[src/rtl/snn_video_pkg.sv]
// Shared timing constants and helpers for the SNN video path.
// Defaults describe 640x480@60 raster timing.
package snn_video_pkg;

    localparam int DEF_H_ACTIVE = 640;
    localparam int DEF_H_FP     = 16;
    localparam int DEF_H_SYNC   = 96;
    localparam int DEF_H_BP     = 48;
    localparam int DEF_V_ACTIVE = 480;
    localparam int DEF_V_FP     = 10;
    localparam int DEF_V_SYNC   = 2;
    localparam int DEF_V_BP     = 33;

    localparam bit POL_ACTIVE_LOW  = 1'b0;
    localparam bit POL_ACTIVE_HIGH = 1'b1;

    // Bits needed to hold 0..n-1, never narrower than one bit.
    function automatic int cnt_width(input int n);
        return (n < 2) ? 1 : $clog2(n);
    endfunction

endpackage

[src/rtl/wrap_counter.sv]
// Modulo-MAX counter: counts 0..MAX-1 on inc and flags the wrap cycle.
// wrap is combinational so a following counter can chain on it in the same cycle.
module wrap_counter
    import snn_video_pkg::*;
#(
    parameter int MAX = 2
) (
    input  logic                      clk,
    input  logic                      rst_n,
    input  logic                      inc,
    output logic [cnt_width(MAX)-1:0] cnt,
    output logic                      wrap
);

    localparam int            W    = cnt_width(MAX);
    localparam logic [W-1:0]  LAST = W'(MAX - 1);

    assign wrap = inc && (cnt == LAST);

    // NOTE: sequential state uses non-blocking assignments so every register
    // samples pre-edge values regardless of process ordering.
    always_ff @(posedge clk or negedge rst_n) begin
        if (!rst_n) begin
            cnt <= '0;
        end else if (inc) begin
            cnt <= wrap ? '0 : cnt + W'(1);
        end
    end

endmodule

[src/rtl/video_timing_gen.sv]
// Raster timing generator: hs/vs/de, active-pixel coordinates and the
// per-frame (or per-line) neuron_reset pulse, all registered one clk after the counters.
module video_timing_gen
    import snn_video_pkg::*;
#(
    parameter int H_ACTIVE     = DEF_H_ACTIVE,
    parameter int H_FP         = DEF_H_FP,
    parameter int H_SYNC       = DEF_H_SYNC,
    parameter int H_BP         = DEF_H_BP,
    parameter int V_ACTIVE     = DEF_V_ACTIVE,
    parameter int V_FP         = DEF_V_FP,
    parameter int V_SYNC       = DEF_V_SYNC,
    parameter int V_BP         = DEF_V_BP,
    parameter bit HS_POL       = POL_ACTIVE_LOW,
    parameter bit VS_POL       = POL_ACTIVE_LOW,
    parameter bit RST_PER_LINE = 1'b0
) (
    input  logic                           clk,
    input  logic                           rst_n,
    input  logic                           en,
    output logic                           hs_out,
    output logic                           vs_out,
    output logic                           de_out,
    output logic                           neuron_reset,
    output logic                           frame_start,
    output logic [cnt_width(H_ACTIVE)-1:0] x,
    output logic [cnt_width(V_ACTIVE)-1:0] y
);

    localparam int H_TOTAL = H_ACTIVE + H_FP + H_SYNC + H_BP;
    localparam int V_TOTAL = V_ACTIVE + V_FP + V_SYNC + V_BP;
    localparam int HW      = cnt_width(H_TOTAL);
    localparam int VW      = cnt_width(V_TOTAL);
    localparam int XW      = cnt_width(H_ACTIVE);
    localparam int YW      = cnt_width(V_ACTIVE);

    localparam logic [HW-1:0] H_ACT_END  = HW'(H_ACTIVE);
    localparam logic [HW-1:0] H_SYNC_BEG = HW'(H_ACTIVE + H_FP);
    localparam logic [HW-1:0] H_SYNC_END = HW'(H_ACTIVE + H_FP + H_SYNC);
    localparam logic [VW-1:0] V_ACT_END  = VW'(V_ACTIVE);
    localparam logic [VW-1:0] V_SYNC_BEG = VW'(V_ACTIVE + V_FP);
    localparam logic [VW-1:0] V_SYNC_END = VW'(V_ACTIVE + V_FP + V_SYNC);

    generate
        if (H_ACTIVE < 2 || V_ACTIVE < 2 || H_FP < 1 || H_SYNC < 1 || H_BP < 1 ||
            V_FP < 1 || V_SYNC < 1 || V_BP < 1) begin : g_bad_params
            $error("video_timing_gen: illegal timing parameters");
        end
    endgenerate

    logic [HW-1:0] h_cnt;
    logic [VW-1:0] v_cnt;
    logic          h_wrap;
    logic          v_wrap_unused;

    wrap_counter #(.MAX(H_TOTAL)) u_h_cnt (
        .clk   (clk),
        .rst_n (rst_n),
        .inc   (en),
        .cnt   (h_cnt),
        .wrap  (h_wrap)
    );

    // The vertical counter advances only on the horizontal wrap cycle.
    wrap_counter #(.MAX(V_TOTAL)) u_v_cnt (
        .clk   (clk),
        .rst_n (rst_n),
        .inc   (h_wrap),
        .cnt   (v_cnt),
        .wrap  (v_wrap_unused)
    );

    logic          h_active, v_active, de_next;
    logic          hs_asserted, vs_asserted;
    logic          line_start, origin, pulse_next;
    logic [XW-1:0] x_next;
    logic [YW-1:0] y_next;

    assign h_active    = h_cnt < H_ACT_END;
    assign v_active    = v_cnt < V_ACT_END;
    assign de_next     = h_active && v_active;
    assign hs_asserted = (h_cnt >= H_SYNC_BEG) && (h_cnt < H_SYNC_END);
    assign vs_asserted = (v_cnt >= V_SYNC_BEG) && (v_cnt < V_SYNC_END);
    assign line_start  = (h_cnt == '0);
    assign origin      = line_start && (v_cnt == '0);
    assign pulse_next  = RST_PER_LINE ? (line_start && v_active) : origin;
    assign x_next      = de_next ? h_cnt[XW-1:0] : '0;
    assign y_next      = de_next ? v_cnt[YW-1:0] : '0;

    // While en is low the levels hold but the pulses drop, so a pulse never stretches.
    always_ff @(posedge clk or negedge rst_n) begin
        if (!rst_n) begin
            hs_out       <= ~HS_POL;
            vs_out       <= ~VS_POL;
            de_out       <= 1'b0;
            neuron_reset <= 1'b0;
            frame_start  <= 1'b0;
            x            <= '0;
            y            <= '0;
        end else if (en) begin
            hs_out       <= hs_asserted ? HS_POL : ~HS_POL;
            vs_out       <= vs_asserted ? VS_POL : ~VS_POL;
            de_out       <= de_next;
            neuron_reset <= pulse_next;
            frame_start  <= origin;
            x            <= x_next;
            y            <= y_next;
        end else begin
            neuron_reset <= 1'b0;
            frame_start  <= 1'b0;
        end
    end

endmodule

[config.mk]
export PLATFORM = sky130hd
export DESIGN_NAME = video_timing_gen
export DESIGN_NICKNAME = d
export VERILOG_FILES = /design/src/rtl/snn_video_pkg.sv /design/src/rtl/wrap_counter.sv /design/src/rtl/video_timing_gen.sv
export SDC_FILE = /design/constraint.sdc
export NUM_CORES = 1
export LEC_CHECK = 0
export CORE_MARGIN = 2
export CORE_UTILIZATION = 49
export DETAILED_ROUTE_END_ITERATION = 8
export GPL_TIMING_DRIVEN = 0
export PLACE_DENSITY = 0.75
export SYNTH_ARGS = -nofsm -noshare
export SYNTH_HDL_FRONTEND = slang
export SYNTH_HIERARCHICAL = 1
export SYNTH_SLANG_ARGS = --single-unit
export TNS_END_PERCENT = 10
[constraint.sdc]
create_clock -name clk -period 2.1 [get_ports clk]
set_clock_uncertainty 0.15 [all_clocks]
set_input_delay 0.42 -clock clk [delete_from_list [all_inputs] [get_ports clk]]
set_output_delay 0.42 -clock clk [all_outputs]
set_load 0.01 [all_outputs]
==> results by group, run 1 <==
Outcome
  • Status: finished clean

STA
  • Tcrit/Tclk final: 0.9794
  • Fin crit period: 2.057 ns
  • Final WS setup: 0.04334 ns
  • Setup TNS: 0 ns
  • Hold Vio Cnt, Final: 0
  • Relative slew margins: 0.6405
  • Setup violators final: 0
  • Actual slew at the worst max-slew pin: 0.5370 ns
  • RSZ-0062 raised after global routing: true
  • Slew Viols, Final: 0
  • Fmax: 0.4862 GHz

Flow run
  • Max-cap violations: 0

Worst setup path
  • Top cell family by delay on the critical path: simple AND/OR/NAND/NOR gates
  • Worst path arrival time: 2.09 ns
  • Worst EP required: 2.13 ns
  • Crit-path cells: nor4b_4 -> nor3b_4 -> buf_6 -> and4_1 -> nand3_1 -> xnor2_1
  • Largest stage delay, worst path: 0.44 ns
  • Buf/Inv on CP: 1
  • Critical Path End Type: register
  • Crit Path Class: reg2reg
  • Reg2reg end: u_v_cnt/cnt[5]$_DFFE_PN0P_
  • R2R setup slack: 0.04 ns
  • RR Startpoint: u_h_cnt/cnt[6]$_DFFE_PN0P_
  • Peak fanout along the critical path: 4
  • Setup crit start kind: register
  • CP max-delay cell: dfrtp_2
  • Worst r2r path cells: 6

Synthesis
  • Ys flop type: dfrtp_1
  • Yosys warns: 6
  • Sequential cell area fraction in the yosys report: 0.5344
  • Mapped Avg Cell Area: 11.80 µm²
  • Register bit total from synthesis: 43
  • Synth unique cells: 43
  • Synth Instances: 171
  • Mapped Area: 2018 µm²
  • Mapped Nets: 177
  • Post-synth EDFFs: 0
  • Async set-or-reset flop fraction in the synthesized netlist: 1.000

Routing
  • Final wirelength: 4.649 mm
  • Vias per cell: 5.816
  • Initial DRC count: 140
  • Remaining DRCs: 0
  • Final ANT Viol Nets: 0
  • DR pass1 iterations: 4
  • Avg WL per Cell: 17.41 µm
  • Total number of vias: 1553

Finish
  • Share of cells above drive strength 1: 0.2304
  • Final Cell Area: 2595 µm²
  • Commonest non-fill, non-tap cells in the layout: 36 x dfrtp_1, 24 x clkdlybuf4s50_1, 16 x a22o_1
  • Commonest non-fill, non-tap cell in the layout: dfrtp_1
  • Nets: 222
  • Syn-to-layout area delta: 28.58%
  • Fillers: 300
  • Ant. Diodes: 0

Placement
  • Placed standard-cell area: 2364 µm²
  • Number of port buffers: 26
  • HPWL Detailed: 3.011 mm
  • Pre-CTS WS: -0.8332 ns
  • GP Congestion: 0.9411

GRT
  • Vias in the first global route: 1507
  • Initial antenna violation count: 0
  • Total GRT Usage: 0.2259
  • Overflow after GRT: 0
  • Largest net degree at the start of global routing: 24
  • First-pass GRT wire length: 7.583 mm

Floorplanning
  • Die area: 4648 µm²
  • Initial core utilization: 0.5082
  • I/O pin count: 27
  • Core box area: 3971 µm²
  • Die Span Y: 68.18 µm
  • Die X-Extent: 68.18 µm
  • Row count: 23

Clock tree
  • Clock sink total: 43
  • Clk Latency, worst-skew pair: 0.30 ns
  • Clk slew on worst S/H paths: 0.08 ns
  • Root buffer cell: clkbuf_8
  • CTS H-tree lvls: 2
  • Max Buffers Root-to-Sink: 2
  • CTS tree: done
  • Total CTS buffers: 5

Pwr
  • Peak supply drop: 434.0 µV
  • Pleak: 1.135 nW
  • Power per Cell Area: 815.6 nW/µm²

Worst hold path
  • WHS Endpoint: de_out$_DFFE_PN0P_
  • Hold Path Class: reg2reg
  • Hold_sp: de_out$_DFFE_PN0P_
  • Hold path depth: 1
## metal layers
layer  track usage  share of wire  vias to the layer above  wire, µm
li1              -              -                      725         -
met1        0.2955           0.46                      770      2124
met2        0.3532           0.48                       50      2235
met3       0.06086          0.049                        8       227
met4       0.09750          0.013                        0        61
met5             0              0                        -         0
## cell usage after synthesis (4+ instances only)
| cell type | instances | area [µm²] |
|---|---|---|
| dfrtp_1 | 41 | 1026 |
| a22o_1 | 16 | 140.1 |
| nand2_1 | 9 | 33.78 |
| xnor2_1 | 9 | 78.83 |
| inv_1 | 8 | 30.03 |
| nor2_1 | 8 | 30.03 |
| nand3_1 | 7 | 35.03 |
| nand4_1 | 7 | 43.79 |
| nor4_1 | 6 | 37.54 |
| o21ai_0 | 5 | 25.02 |
| buf_6 | 4 | 45.04 |
| xor2_1 | 4 | 35.03 |
## cells by family after synthesis
| logic type | synth area share |
|---|---|
| xor+xnor | 0.05642 |
| buf+inv | 0.05083 |
| compound gates | 0.1265 |
| simple gates | 0.2058 |
| flops | 0.5344 |
| mux | 0.007437 |
| fa+ha+maj | 0.01860 |
## worst register-to-register path, delay by kind of cell (launching register included)
| kind | cells | cell delay [ns] |
|---|---|---|
| xor+xnor | 1 | 0.15 |
| flops | 1 | 0.44 |
| buf+inv | 1 | 0.16 |
| simple gates | 4 | 1.04 |
## how the worst max path moves through the flow
stage | slack [ns] | startpoint | cells after the start | end
3_5_place_dp | -0.83 | en | 8 | u_v_cnt/cnt[9]$_DFFE_PN0P_
6_report | 0.04 | u_h_cnt/cnt[6]$_DFFE_PN0P_ | 6 | u_v_cnt/cnt[5]$_DFFE_PN0P_
4_1_cts | 0.006 | u_h_cnt/cnt[1]$_DFFE_PN0P_ | 8 | u_v_cnt/cnt[1]$_DFFE_PN0P_
3_3_place_gp | -0.77 | en | 8 | u_v_cnt/cnt[9]$_DFFE_PN0P_
5_1_grt | -0.02 | u_h_cnt/cnt[6]$_DFFE_PN0P_ | 7 | u_v_cnt/cnt[1]$_DFFE_PN0P_
2_1_floorplan | 0.06 | u_h_cnt/cnt[0]$_DFFE_PN0P_ | 7 | u_v_cnt/cnt[9]$_DFFE_PN0P_
## layout make-up
type | count | area (µm²) | area share
timing repair buffer | 38 | 381.6 | 0.1471
sequential | 43 | 1085 | 0.4180
clock inverter | 1 | 5.005 | 0.001929
buffer | 8 | 75.07 | 0.02893
clock buffer | 7 | 86.33 | 0.03327
multi-input combinational | 111 | 865.8 | 0.3337
tap | 50 | 62.56 | 0.02411
inverter | 9 | 33.78 | 0.01302
## repair_timing
action	in CTS	in global routing
hold buffers	1	0
buffers inserted	3	7
pin swaps	1	4
resized for setup	8	8
endpoints found under the hold margin	20	0
endpoints found under the setup margin	11	10
## stage by stage
stage / total power, mW / utilization / cells / hold WS, ns
2_1_floorplan: 1.308 / - / 171 / -0.02559
3_3_place_gp: 1.476 / 0.5895 / 247 / 0.3114
3_5_place_dp: 1.512 / 0.5951 / 248 / 0.2631
4_1_cts: 2.084 / 0.6298 / 260 / 0.3253
5_1_grt: 2.229 / 0.6534 / 267 / 0.3400
6_report: 2.117 / 0.6534 / 267 / 0.3320
## registers in the layout (all words and copies together), names as in the netlist
name	cells
vs_out	1
de_out	1
hs_out	1
y	9
frame_start	1
x	10
u_v_cnt/cnt	10
u_h_cnt/cnt	10
## report_power, final
group / internal [mW] / switching (mW)
sequential: 0.937 / 0.122
combinational: 0.291 / 0.220
clock: 0.266 / 0.281
total: 1.49 / 0.623
Power figures use the tool's default switching activity.
==> inputs of run 2 (changes only) <==
--- a/config.mk
+++ b/config.mk
@@ -6,10 +6,10 @@
 export NUM_CORES = 1
 export LEC_CHECK = 0
 export CORE_MARGIN = 2
-export CORE_UTILIZATION = 49
+export CORE_UTILIZATION = 50
 export DETAILED_ROUTE_END_ITERATION = 8
 export GPL_TIMING_DRIVEN = 0
-export PLACE_DENSITY = 0.75
+export PLACE_DENSITY = 0.81
 export SYNTH_ARGS = -nofsm -noshare
 export SYNTH_HDL_FRONTEND = slang
 export SYNTH_HIERARCHICAL = 1
==> constraint.sdc (replaced) <==
create_clock -name clk -period 2.3 [get_ports clk]
set_clock_uncertainty 0.15 [all_clocks]
set_input_delay 0.46 -clock clk [delete_from_list [all_inputs] [get_ports clk]]
set_output_delay 0.46 -clock clk [all_outputs]
set_load 0.01 [all_outputs]
==> results by group, run 2 (same netlist as run 1, synthesis figures left out) <==
Floorplanning
  • Die area: 4560 µm²
  • Initial core utilization: 0.5119
  • Row count: 23
  • I/O pin count: 27
  • Die Span Y: 67.53 µm
  • Core box area: 3943 µm²
  • Die X-Extent: 67.53 µm

GRT
  • Largest net degree at the start of global routing: 28
  • Initial antenna violation count: 0
  • Overflow after GRT: 0
  • Total GRT Usage: 0.2093
  • First-pass GRT wire length: 6.920 mm
  • Vias in the first global route: 1415

Worst setup path
  • R2R setup slack: 0.13 ns
  • Crit Path Class: reg2reg
  • Critical Path End Type: register
  • Worst EP required: 2.33 ns
  • Setup crit start kind: register
  • Worst path arrival time: 2.21 ns
  • Peak fanout along the critical path: 10

STA
  • Actual slew at the worst max-slew pin: 0.4781 ns
  • RSZ-0062 raised after global routing: false
  • Fmax: 0.4598 GHz
  • Tcrit/Tclk final: 0.9456
  • Fin crit period: 2.175 ns
  • Slew Viols, Final: 0
  • Hold Vio Cnt, Final: 0
  • Setup violators final: 0
  • Relative slew margins: 0.6799
  • Final WS setup: 0.1252 ns

Finish
  • Post-layout util: 0.6290
  • Fillers: 323
  • Nets: 213
  • Commonest non-fill, non-tap cells in the layout: 37 x dfrtp_1, 24 x clkdlybuf4s50_1, 16 x a22o_1
  • Syn-to-layout area delta: 22.88%
  • Ant. Diodes: 0
  • Regs by FF count: u_h_cnt/cnt x10, u_v_cnt/cnt x10, x x10
  • Share of cells above drive strength 1: 0.1779
  • Commonest non-fill, non-tap cell in the layout: dfrtp_1

Pwr
  • PnR Total Power: 1.879 mW
  • Pleak: 1.081 nW
  • Peak supply drop: 512.0 µV
  • Power per Cell Area: 757.8 nW/µm²

Clock tree
  • Total CTS buffers: 5
  • Clk Latency, worst-skew pair: 0.30 ns
  • Max Buffers Root-to-Sink: 2
  • Clock sink total: 43
  • CTS H-tree lvls: 2
  • Clk slew on worst S/H paths: 0.08 ns
  • CTS tree: done
  • Root buffer cell: clkbuf_8

Outcome
  • Status: finished clean

Flow run
  • Max-cap violations: 0

Placement
  • HPWL Detailed: 2.758 mm
  • Number of port buffers: 26
  • Pre-CTS WS: -0.7064 ns
  • GP Congestion: 0.8410

Routing
  • Vias per cell: 5.930
  • Avg WL per Cell: 15.78 µm
  • Final ANT Viol Nets: 0
  • Total number of vias: 1530
  • Initial DRC count: 112
  • Remaining DRCs: 0
  • DR pass1 iterations: 4
  • Final wirelength: 4.072 mm

Worst hold path
  • Hold Path Class: in2reg
## run 2: cell count changes in the layout (fill, tap and decap cells not counted), sizes merged
cell           delta
clkbuf            +2
clkdlybuf4s15     -1
buf               -9
clkinv            -1
## run 2: timing repair
item                       4_1_cts  5_1_grt
setup buffers                    1        0
hold endpoints to repair        16        0
pin swaps                        1        0
hold buffers                     1        0
setup endpoints to repair       10        7
gates resized for setup          1        7
## run 2: critical path, stage by stage, from the launching register on
cell,delay (ns)
dfrtp_2,0.42
ha_1,0.27
nand4_2,0.18
nor3b_4,0.26
buf_4,0.21
nand4_1,0.14
nor4_2,0.34
nor4_2,0.09
## run 2: final timing paths
kind | start | end | cells past startpoint
max reg2reg | u_h_cnt/cnt[0]$_DFFE_PN0P_ | u_v_cnt/cnt[9]$_DFFE_PN0P_ | 7
min in group asynchronous | rst_n | x[5]$_DFFE_PN0P_ | 2
max | u_h_cnt/cnt[0]$_DFFE_PN0P_ | u_v_cnt/cnt[9]$_DFFE_PN0P_ | 7
min reg2reg | de_out$_DFFE_PN0P_ | de_out$_DFFE_PN0P_ | 1
max in group asynchronous | rst_n | vs_out$_DFFE_PN1P_ | 3
min | en | hs_out$_DFFE_PN1P_ | 2
## run 2: per-layer routing
layer	vias to the layer above	track usage	wire, µm
met5	-	0	0
met3	6	0.07000	300
met4	0	0.06888	61
met1	765	0.2770	1839
met2	54	0.3235	1871
li1	705	-	-
## run 2: layout make-up
type | count | area (µm²) | area share
plain buffers | 8 | 68.82 | 0.02775
clock buffers | 8 | 100.1 | 0.04036
inverters | 9 | 33.78 | 0.01362
multi-input cells | 111 | 843.3 | 0.3401
flip-flops and latches | 43 | 1084 | 0.4369
well taps | 50 | 62.56 | 0.02523
repair buffers | 29 | 287.8 | 0.1160
## run 2: metrics by stage
| stage | instances | hold WS (ns) | TNS, ns | area, µm² |
|---|---|---|---|---|
| 2_1_floorplan | 171 | 0.01441 | 0 | 2018 |
| 3_3_place_gp | 247 | 0.3117 | -25.46 | 2341 |
| 3_5_place_dp | 248 | 0.2563 | -6.388 | 2356 |
| 4_1_cts | 258 | 0.3352 | 0 | 2472 |
| 5_1_grt | 258 | 0.2843 | 0 | 2480 |
| 6_report | 258 | 0.2718 | 0 | 2480 |
## run 2: report_power, final
part           internal, mW  total [mW]  switching, mW
registers             0.856       0.977          0.121
logic                 0.223       0.377          0.154
clock network         0.274       0.525          0.251
total                  1.35        1.88          0.527
